===== src/rtl/medyan_birimi_seri_pkg.sv =====
// Shared constants for the streaming 3x3 median unit.
package medyan_birimi_seri_pkg;

    // Pixel width and samples per window (a 3x3 neighbourhood)
    localparam int PIXEL_BIT = 8;
    localparam int PENCERE   = 9;

    // Counter width and index of the median slot in the sorted array
    localparam int SAYAC_W = $clog2(PENCERE);
    localparam int MID     = (PENCERE - 1) / 2;

endpackage : medyan_birimi_seri_pkg


===== src/rtl/medyan_birimi_seri_if.sv =====
// Pixel-in / median-out bus between the window feeder and the median unit.
//
// Handshake: there is no valid and no ready. Every rising clock edge with
// rst_i low consumes sayi_i as the next window sample, so the feeder must
// present a new pixel every cycle. hazir_o is a one-cycle strobe with no
// backpressure; medyan_o holds the latest median until the next strobe.
interface medyan_birimi_seri_if #(
    parameter int PIXEL_BIT = medyan_birimi_seri_pkg::PIXEL_BIT
);
    logic [PIXEL_BIT-1:0] sayi_i;
    logic [PIXEL_BIT-1:0] medyan_o;
    logic                 hazir_o;

    // Pixel feeder side
    modport master (output sayi_i, input medyan_o, input hazir_o);
    // Median unit side
    modport slave  (input sayi_i, output medyan_o, output hazir_o);
endinterface : medyan_birimi_seri_if


===== src/rtl/medyan_birimi_seri_siralama_hucresi.sv =====
// One slot of the insertion-sorted array. The slot compares its value with
// the incoming pixel; an unused slot behaves as +infinity. A slot whose value
// is greater than the pixel shifts right: it takes its left neighbour's value
// if that neighbour is also greater, otherwise it takes the pixel itself.
// Strict compare places a new pixel after any existing equal values.
module siralama_hucresi
    import medyan_birimi_seri_pkg::*;
(
    input  logic                 clk_i,
    input  logic                 rst_i,
    input  logic                 temizle_i,    // window done: clear slot
    input  logic                 gecerli_i,    // slot holds a sample of this window
    input  logic [PIXEL_BIT-1:0] sayi_i,
    input  logic [PIXEL_BIT-1:0] sol_deger_i,  // left neighbour value
    input  logic                 sol_buyuk_i,  // left neighbour shifts right
    output logic [PIXEL_BIT-1:0] deger_o,
    output logic                 buyuk_o,      // this slot shifts right
    output logic [PIXEL_BIT-1:0] yeni_deger_o  // value after insertion, before clear
);
    logic [PIXEL_BIT-1:0] deger_q;
    logic [PIXEL_BIT-1:0] deger_d;

    // Compare, choose keep / take pixel / take left neighbour, then apply clear
    always_comb begin
        buyuk_o      = gecerli_i ? (deger_q > sayi_i) : 1'b1;
        yeni_deger_o = deger_q;
        if (buyuk_o) begin
            yeni_deger_o = sol_buyuk_i ? sol_deger_i : sayi_i;
        end
        deger_d = temizle_i ? '0 : yeni_deger_o;
    end

    // Slot register
    always_ff @(posedge clk_i) begin
        if (rst_i) begin
            deger_q <= '0;
        end else begin
            deger_q <= deger_d;
        end
    end

    assign deger_o = deger_q;
endmodule : siralama_hucresi


===== src/rtl/medyan_birimi_seri.sv =====
// Streaming median of non-overlapping 9-pixel windows. One pixel per clock is
// inserted into a sorted slot chain; on the window's last sample the middle
// slot of the post-insertion array is registered as the median and the chain
// is cleared, so the next window starts on the following edge.
module medyan_birimi_seri
    import medyan_birimi_seri_pkg::*;
(
    input  logic                  clk_i,
    input  logic                  rst_i,
    medyan_birimi_seri_if.slave   bus
);
    logic [PIXEL_BIT-1:0] deger [PENCERE];
    logic                 buyuk [PENCERE];
    logic [PIXEL_BIT-1:0] yeni  [PENCERE];

    logic [SAYAC_W-1:0]   sayac_q,  sayac_d;
    logic [PIXEL_BIT-1:0] medyan_q, medyan_d;
    logic                 hazir_q,  hazir_d;
    logic                 son;

    assign son = (sayac_q == SAYAC_W'(PENCERE - 1));

    // Sorted slot chain; slot 0 has no left neighbour
    for (genvar i = 0; i < PENCERE; i++) begin : g_hucre
        logic [PIXEL_BIT-1:0] sol_deger;
        logic                 sol_buyuk;
        if (i == 0) begin : g_ilk
            assign sol_deger = '0;
            assign sol_buyuk = 1'b0;
        end else begin : g_diger
            assign sol_deger = deger[i-1];
            assign sol_buyuk = buyuk[i-1];
        end

        siralama_hucresi u_hucre (
            .clk_i        (clk_i),
            .rst_i        (rst_i),
            .temizle_i    (son),
            .gecerli_i    (sayac_q > SAYAC_W'(i)),
            .sayi_i       (bus.sayi_i),
            .sol_deger_i  (sol_deger),
            .sol_buyuk_i  (sol_buyuk),
            .deger_o      (deger[i]),
            .buyuk_o      (buyuk[i]),
            .yeni_deger_o (yeni[i])
        );
    end

    // Sample counter, median capture and ready strobe
    always_comb begin
        sayac_d  = son ? '0 : sayac_q + SAYAC_W'(1);
        medyan_d = son ? yeni[MID] : medyan_q;
        hazir_d  = son;
    end

    // Counter and output registers
    always_ff @(posedge clk_i) begin
        if (rst_i) begin
            sayac_q  <= '0;
            medyan_q <= '0;
            hazir_q  <= 1'b0;
        end else begin
            sayac_q  <= sayac_d;
            medyan_q <= medyan_d;
            hazir_q  <= hazir_d;
        end
    end

    assign bus.medyan_o = medyan_q;
    assign bus.hazir_o  = hazir_q;
endmodule : medyan_birimi_seri


===== src/flat_wrapper.sv =====
// flat-port wrapper written by rule: the top's interface ports become plain ports
module medyan_birimi_seri_flat import medyan_birimi_seri_pkg::*;
  (clk_i, rst_i, bus_sayi_i, bus_medyan_o, bus_hazir_o);
  medyan_birimi_seri_if #(.PIXEL_BIT((8))) bus_i ();
  input  logic clk_i;
  input  logic rst_i;
  input wire logic [$bits(bus_i.sayi_i)-1:0] bus_sayi_i;
  output wire logic [$bits(bus_i.medyan_o)-1:0] bus_medyan_o;
  output wire logic [$bits(bus_i.hazir_o)-1:0] bus_hazir_o;
  assign bus_i.sayi_i = bus_sayi_i;
  assign bus_medyan_o = bus_i.medyan_o;
  assign bus_hazir_o = bus_i.hazir_o;
  medyan_birimi_seri u_core (.clk_i(clk_i), .rst_i(rst_i), .bus(bus_i));
endmodule

===== config.mk =====
export PLATFORM = sky130hd
export DESIGN_NAME = medyan_birimi_seri_flat
export DESIGN_NICKNAME = d
export VERILOG_FILES = /design/src/rtl/medyan_birimi_seri_pkg.sv /design/src/rtl/medyan_birimi_seri_if.sv /design/src/rtl/medyan_birimi_seri_siralama_hucresi.sv /design/src/rtl/medyan_birimi_seri.sv /design/src/flat_wrapper.sv
export SDC_FILE = /design/constraint.sdc
export NUM_CORES = 1
export LEC_CHECK = 0
export ABC_AREA = 1
export CAP_MARGIN = 20
export CORE_MARGIN = 5
export CORE_UTILIZATION = 55
export CTS_BUF_LIST = sky130_fd_sc_hd__clkbuf_4 sky130_fd_sc_hd__clkbuf_8
export DETAILED_ROUTE_END_ITERATION = 8
export PLACE_DENSITY = 0.86
export SETUP_SLACK_MARGIN = 0.05
export SLEW_MARGIN = 20
export SYNTH_ARGS = -nofsm -noshare
export SYNTH_HDL_FRONTEND = slang
export SYNTH_SLANG_ARGS = --single-unit

===== constraint.sdc =====
create_clock -name clk_i -period 3.6 [get_ports clk_i]
set_clock_uncertainty 0.2 [all_clocks]
set_input_delay 0.54 -clock clk_i [delete_from_list [all_inputs] [get_ports clk_i]]
set_output_delay 0.54 -clock clk_i [all_outputs]
set_load 0.05 [all_outputs]

# Yosys cells after proc, flatten, opt, wreduce, memory -nomap -nowiden
# Cells that the tools add are included.
classes:
  addsub: 1
  n_lt_le_gt_ge: 10
  n_eq_ne: 1
  n_mux: 10
  n_reduce_logical: 1
op_table:
  columns: ["cell", "count"]
  rows:
  - ["> comparator 8 bit", 5]
  - ["two-way mux 8 bit", 5]
  - ["> comparator 4 x 1 -> 1 bit (second input constant)", 2]
  - ["> comparator 4 x 2 -> 1 bit (second input constant)", 2]
  - ["two-way mux 1 bit", 5]
  - ["adder 4 x 1 -> 4 bit (second input constant)", 1]
  - ["equality test 4 bit (second input constant)", 1]
  - ["> comparator 4 x 3 -> 1 bit (second input constant)", 1]
  - ["OR reduction 2 bit", 1]
word_totals:
  regBits: 53
  in_bits: 10
  output_inout_bits: 9

# Longest topological paths before layout
# Gate-level depths: netlist of the first run.
depth:
  word_depth: 4
  ltp_mapped: 16
  depth_no_buf: 15

# Cells and area by module
# Synthesis of the first run repeated with hierarchy kept, for this count alone.
unflattened:
  cells_unflattened: 666
  area_unflattened_um2: 4511.8
modules_own_cells:
  columns: ["module", "instances", "cells_each", "area_each_um2", "seq_area_each_um2"]
  rows:
  - ["siralama_hucresi", 5, 119, 785.8, 160.2]
  - ["medyan_birimi_seri", 1, 71, 583.1, 260.2]

# Worst setup path after synthesis of the first run
# Ideal clock, no wire load.
synth_timing:
  kind: "input-to-reg"
  start: "input port bus_sayi_i[7]"
  end: "register u_core.g_hucre[3].u_hucre.deger_q[3]"
  setup_time_ps: 109
  arrival_time_ps: 1820
  slack_ps: 1471
  cell_stages: 12
  path_buffers: 1
  cell_sequence: "inv_1 ha_1 a21o_1 nor2_1 nand2_2 nand2_4 nand2_4 buf_8 o21ai_1 inv_1 nand2_1 inv_1"
synth_between:
  elab_chain_len: 3
synth_lines:
  columns: ["element", "line", "source"]
  rows:
  - ["start, declared", "flat_wrapper.sv:7", "input wire logic [$bits(bus_i.sayi_i)-1:0] bus_sayi_i;"]
  - ["> comparator 8 bit", "medyan_birimi_seri_siralama_hucresi.sv:25", "buyuk_o = gecerli_i ? (deger_q > sayi_i) : 1'b1;"]
  - ["two-way mux 1 bit", "medyan_birimi_seri_siralama_hucresi.sv:25", null]
  - ["two-way mux 8 bit", "medyan_birimi_seri_siralama_hucresi.sv:28", "yeni_deger_o = sol_buyuk_i ? sol_deger_i : sayi_i;"]
  - ["end signal, assigned", "medyan_birimi_seri_siralama_hucresi.sv:38", "deger_q <= deger_d;"]
  - ["end, declared", "medyan_birimi_seri_siralama_hucresi.sv:20", "logic [PIXEL_BIT-1:0] deger_q;"]
# Parallel ways exist; a longest one is shown, timed or not.
# A chain may end at the register's enable or synchronous reset.

# Final worst setup path of the first run
layout_timing:
  start: "input port bus_sayi_i[3]"
  end: "register u_core.g_hucre[3].u_hucre.deger_q[2]"
# The elaborated chain is that of the path after synthesis.

==> results of run 1 <==
## kinds of logic (layout without fill, tap and decap cells)
| group | count (synthesis) | after routing | synth area share |
|---|---|---|---|
| xor gates and xnor gates | 1 | 1 | 0.00242 |
| adders and majority gates | 43 | 43 | 0.148 |
| buffers and inverters | 103 | 117 | 0.128 |
| and+or+nand+nor | 264 | 264 | 0.349 |
| AOI/OAI and AO/OA | 54 | 54 | 0.0801 |
| DFF | 53 | 53 | 0.293 |
## registers in the layout, summed over array words and instances, names as in the netlist
register,cells
u_core.bus.medyan_o,8
u_core.sayac_q,4
u_core.g_hucre.u_hucre.deger_o,40
u_core.bus.hazir_o,1
## worst min path at each step
stage	cells past startpoint	slack, ns	from	endpoint
2_1_floorplan	1	0.24	u_core.sayac_q[0]$_SDFF_PP0_	u_core.sayac_q[0]$_SDFF_PP0_
3_3_place_gp	2	0.24	u_core.bus.medyan_o[1]$_SDFFE_PP0P_	u_core.bus.medyan_o[1]$_SDFFE_PP0P_
3_5_place_dp	2	0.24	u_core.bus.medyan_o[1]$_SDFFE_PP0P_	u_core.bus.medyan_o[1]$_SDFFE_PP0P_
4_1_cts	2	0.26	u_core.bus.medyan_o[1]$_SDFFE_PP0P_	u_core.bus.medyan_o[1]$_SDFFE_PP0P_
5_1_grt	2	0.27	u_core.bus.medyan_o[1]$_SDFFE_PP0P_	u_core.bus.medyan_o[1]$_SDFFE_PP0P_
6_report	2	0.26	u_core.bus.medyan_o[1]$_SDFFE_PP0P_	u_core.bus.medyan_o[1]$_SDFFE_PP0P_
## area by class of cell
cell class | instances | area, sq um
fillers | 575 | 2460
inverters | 88 | 330
repair buffers | 21 | 203
clock inverters | 3 | 65.1
well taps | 77 | 96.3
clock buffers | 5 | 68.8
flip-flops and latches | 53 | 1060
multi-input cells | 362 | 2100
## worst max-delay path, stage by stage
cell and delay, ns:
clkdlybuf4s50_1 0.61, inv_1 0.20, ha_1 0.35, a21oi_1 0.18, o21ai_0 0.11, nand2_1 0.07
nand2_1 0.06, nand2_2 0.26, nand2_4 0.21, nand2_1 0.12, nand3_1 0.07, nand2_1 0.07
inv_1 0.04
## where the power goes
group	switching, W	internal, W	total [W]
sequential	0.0000669	0.000674	0.000740
combinational	0.000429	0.000255	0.000684
clock	0.000208	0.000276	0.000485
## layout by cell type (no fill, tap or decap), types with 3 or more instances in the layout
| cell type | count |
|---|---|
| nand3_2 | 4 |
| nand2_1 | 132 |
| inv_1 | 84 |
| buf_4 | 3 |
| nor2_2 | 3 |
| o21ai_1 | 9 |
| inv_2 | 4 |
| nand4_1 | 4 |
| clkbuf_8 | 5 |
| nand3_1 | 73 |
| a21oi_1 | 26 |
| nand3b_1 | 14 |
| nand2_2 | 10 |
| nand2_4 | 5 |
| nor2_1 | 16 |
| o21a_1 | 4 |
| o21ai_0 | 12 |
| clkdlybuf4s50_1 | 18 |
| dfxtp_1 | 53 |
| ha_1 | 43 |
## stage by stage
stage                     area [sq um]  std cells   util
final                             3930        609  0.615
after global routing              3930        609  0.615
after CTS                         3930        609  0.615
after detailed placement          3790        601  0.594
after global placement            3790        601  0.594
after floorplan                   3630        518      -
## per-layer routing
metal	up-vias	track usage	wire (microns)
li1	1688	-	-
met1	1538	0.250	3540
met2	87	0.368	4280
met3	13	0.0314	406
met4	0	0.0660	140
met5	-	0	0
==> out/qor.yml, run 1 <==
status: "complete, no violations"
drtIter0Drc: 274
reg2reg_slack_ns: 1.30
die_w_microns: 91.2
cts_resized: 0
cts.clk_slew.worst_paths_ns: 0.10
grt_max_degree: 25
required_ns: 3.62
numCtsBuffers: 5
period_needed_ns: 2.87
fin_total_pwr_w: 0.00191
crit_path_max_fanout: 17
synth_most_common_cell: "nand2_1"
antenna_found_initial: 0
drc: 0
min_period_over_period: 0.797
via_count: 3326
htree_levels: 2
cellPowerDensity_nw_per_um2: 486
ys_seq_area_frac: 0.293
relSlewSlack: 0.514
async_reset_ff_frac: 0
start_kind: "primary input"
rsz0062_at_grt: "no"
grt.overflow.total: 0
area_growth_pct: 8.25
cap_violations: 0
critPathCaptureType: "register"
hold_class: "register to register"
grt_first_pass_wirelength_mm: 14.5
fin_nets: 584
cts_tree: "yes"
post-synth-top-area-cell: "dfxtp_1"
synth_common_cells: "nand2_1 (132), inv_1 (84), nand3_1 (73), dfxtp_1 (53), ha_1 (43)"
wl_per_cell_microns: 13.8
root_buffer: "clkbuf_8"
clk_latency_ns: 0.31
holdWs_ns: 0.258
timing_worst_slew_pin_value_ns: 0.729
dieArea_sq_um: 8320
postCtsHoldBufs: 0
synth_area_leaders: "dfxtp_1 (29%), ha_1 (15%), nand2_1 (14%)"
arrival_ns: 2.88
cp-endpoint: "u_core.g_hucre[3].u_hucre.deger_o[2]$_SDFFE_PP0P_"
grt_use_total: 0.205
clock_sinks: 53
core_sq_um: 6390
ir_worst_vdd_v: 0.000294
num_rows: 29
io_pins: 19
drtPass1Iterations: 4
synth_cells: 518
reg2reg_from: "u_core.sayac_q[0]$_SDFF_PP0_"
setup_viol: 0
r2r_cells: 8
grt_pass1_vias: 3260
synth_edf_count: 0
synth_ff_type: "dfxtp_1"
synthesis.nets: 571
pre_cts_ws_ns: 0.468
syn_area_per_cell_sq_um: 7.00
port_buffers: 18
synth-seq-cells: 53
path_class: "primary input to register"
synth_top_area_frac: 0.293
syn-cell-area_sq_um: 3630
reg2reg_to: "u_core.g_hucre[0].u_hucre.deger_o[3]$_SDFFE_PP0N_"
place_congestion: 0.824
antenna_cells: 0
drv_slew: 0
start_util: 0.568
fp.dieH_microns: 91.2
fin_tns_setup_ns: 0
hpwl_mm: 6.19
fmax_mhz: 349
clock_path_buffers: 2
yosys_warnings: 0
fin_ws_ns: 0.732
hold_violations: 0
ant_nets: 0
cts_setup_buffers: 0
wl_mm: 8.37
drive_above_1_share: 0.0789
crit_start: "bus_sayi_i[3]"
leakagePower_nw: 2.16
via_per_inst: 5.46
ys_types: 27
Note: power is estimated with default switching activity, not from simulation.
==> run 2, diff against run 1 <==
==> constraint.sdc (replaced) <==
create_clock -name clk_i -period 2.7 [get_ports clk_i]
set_clock_uncertainty 0.2 [all_clocks]
set_input_delay 0.405 -clock clk_i [delete_from_list [all_inputs] [get_ports clk_i]]
set_output_delay 0.405 -clock clk_i [all_outputs]
set_load 0.05 [all_outputs]
==> run 2 against run 1 <==
  * Total power up 33%
  * Final cell count up 2.5%
  * Sequential power up 34%
  * Non-clock buffer count up 15
  * Combinational power up 39%
  * Largest cell class unchanged
==> out/qor.yml, run 2 (synthesized netlist as in run 1, its figures left out) <==
via_count: 3426
num_rows: 29
leakagePower_nw: 2.23
largest_reg_flops: 40
arrival_ns: 2.45
drc: 0
drtIter0Drc: 239
fin_total_pwr_w: 0.00253
r2r_cells: 7
holdPathStages: 2
cts.clk_slew.worst_paths_ns: 0.10
crit_path_max_fanout: 24
drive_above_1_share: 0.104
fp.dieH_microns: 91.2
start_kind: "primary input"
start_util: 0.568
root_buffer: "clkbuf_8"
cts_tree: "yes"
hold_class: "register to register"
dieArea_sq_um: 8320
ant_nets: 0
path_class: "primary input to register"
fin_nets: 599
min_period_over_period: 0.909
n_fill_cell: 535
timing_worst_slew_pin_value_ns: 0.550
status: "complete, no violations"
fmax_mhz: 408
htree_levels: 2
cap_violations: 0
numCtsBuffers: 5
setup_viol: 0
wl_mm: 8.51
required_ns: 2.69
grt_max_degree: 29
final_common_cell: "nand2_1"
postCtsHoldBufs: 0
grt.overflow.total: 0
cellPowerDensity_nw_per_um2: 628
drtPass1Iterations: 5
clock_sinks: 53
layout_common_cells: "nand2_1 (132), inv_1 (84), nand3_1 (73), dfxtp_1 (53), ha_1 (43)"
clock_path_buffers: 2
antenna_found_initial: 0
hold_violations: 0
ir_worst_vdd_v: 0.000423
grt_pass1_vias: 3275
io_pins: 19
drv_slew: 0
rsz0062_at_grt: "no"
pre_cts_ws_ns: -0.0294
via_per_inst: 5.49
port_buffers: 18
antenna_cells: 0
relSlewSlack: 0.633
core_sq_um: 6390
die_w_microns: 91.2
place_congestion: 0.882
utilization: 0.632
period_needed_ns: 2.45
critPathCaptureType: "register"
cts_resized: 0
cts_setup_buffers: 0
hpwl_mm: 6.27
fin_ws_ns: 0.247
grt_use_total: 0.207
clk_latency_ns: 0.31
wl_per_cell_microns: 13.6
area_growth_pct: 11.3
grt_first_pass_wirelength_mm: 14.5
run 2: worst paths after layout:
kind	end	startpoint	slack (ns)
max	u_core.g_hucre[4].u_hucre.deger_o[7]$_SDFF_PP0_	bus_sayi_i[7]	0.25
min	u_core.bus.medyan_o[0]$_SDFFE_PP0P_	u_core.bus.medyan_o[0]$_SDFFE_PP0P_	0.26
max reg2reg	u_core.g_hucre[0].u_hucre.deger_o[0]$_SDFFE_PP0N_	u_core.sayac_q[0]$_SDFF_PP0_	0.62
min reg2reg	u_core.bus.medyan_o[0]$_SDFFE_PP0P_	u_core.bus.medyan_o[0]$_SDFFE_PP0P_	0.26
run 2: area by class of cell:
type	count	area [sq um]	share of cell area
inverter	88	330	0.0818
timing repair buffer	36	328	0.0812
sequential	53	1060	0.263
clock inverter	1	30.0	0.00744
multi-input combinational	362	2100	0.520
clock buffer	7	90.1	0.0223
tap	77	96.3	0.0239
run 2: power breakdown:
group	total, W	leakage (nW)	switching [W]	internal, W
combinational	0.000951	1.73	0.000576	0.000375
sequential	0.000994	0.435	0.0000960	0.000898
clock	0.000590	0.0619	0.000277	0.000313
total	0.00253	2.23	0.000948	0.00159
run 2: routing by layer:
layer | vias up | global-route usage | routed length, microns
li1 | 1715 | - | -
met1 | 1596 | 0.257 | 3770
met4 | 0 | 0.0795 | 191
met2 | 94 | 0.353 | 4150
met5 | - | 0 | 0
met3 | 21 | 0.0372 | 398
run 2: critical path, stage by stage:
cell and delay (ns):
clkdlybuf4s50_1 0.48, inv_1 0.15, ha_1 0.35, a21o_1 0.19, nor2_1 0.17, nand2_2 0.09
nand2_4 0.07, nand2_4 0.16, nand2_1 0.11, nand3_1 0.11, nand2_1 0.10, nor2_1 0.05
run 2: metrics by stage:
| stage | setup TNS [ns] | instance area [sq um] | instances | hold WS, ns |
|---|---|---|---|---|
| global placement | 0 | 3920 | 616 | 0.238 |
| finish | 0 | 4040 | 624 | 0.256 |
| global route | 0 | 4040 | 624 | 0.275 |
| floorplan | 0 | 3630 | 518 | 0.245 |
| detailed placement | -0.0424 | 3920 | 616 | 0.241 |
| CTS | 0 | 4040 | 624 | 0.258 |
==> run 3, diff against run 2 <==
--- a/config.mk
+++ b/config.mk
@@ -6,7 +6,6 @@
 export NUM_CORES = 1
 export LEC_CHECK = 0
 export ABC_AREA = 1
-export CAP_MARGIN = 20
 export CORE_MARGIN = 5
 export CORE_UTILIZATION = 55
 export CTS_BUF_LIST = sky130_fd_sc_hd__clkbuf_4 sky130_fd_sc_hd__clkbuf_8
@@ -17,3 +16,4 @@
 export SYNTH_ARGS = -nofsm -noshare
 export SYNTH_HDL_FRONTEND = slang
 export SYNTH_SLANG_ARGS = --single-unit
+export TNS_END_PERCENT = 1
==> results of run 3 <==
Same layout as run 2: the final DEF is identical, and so are final timing and power.
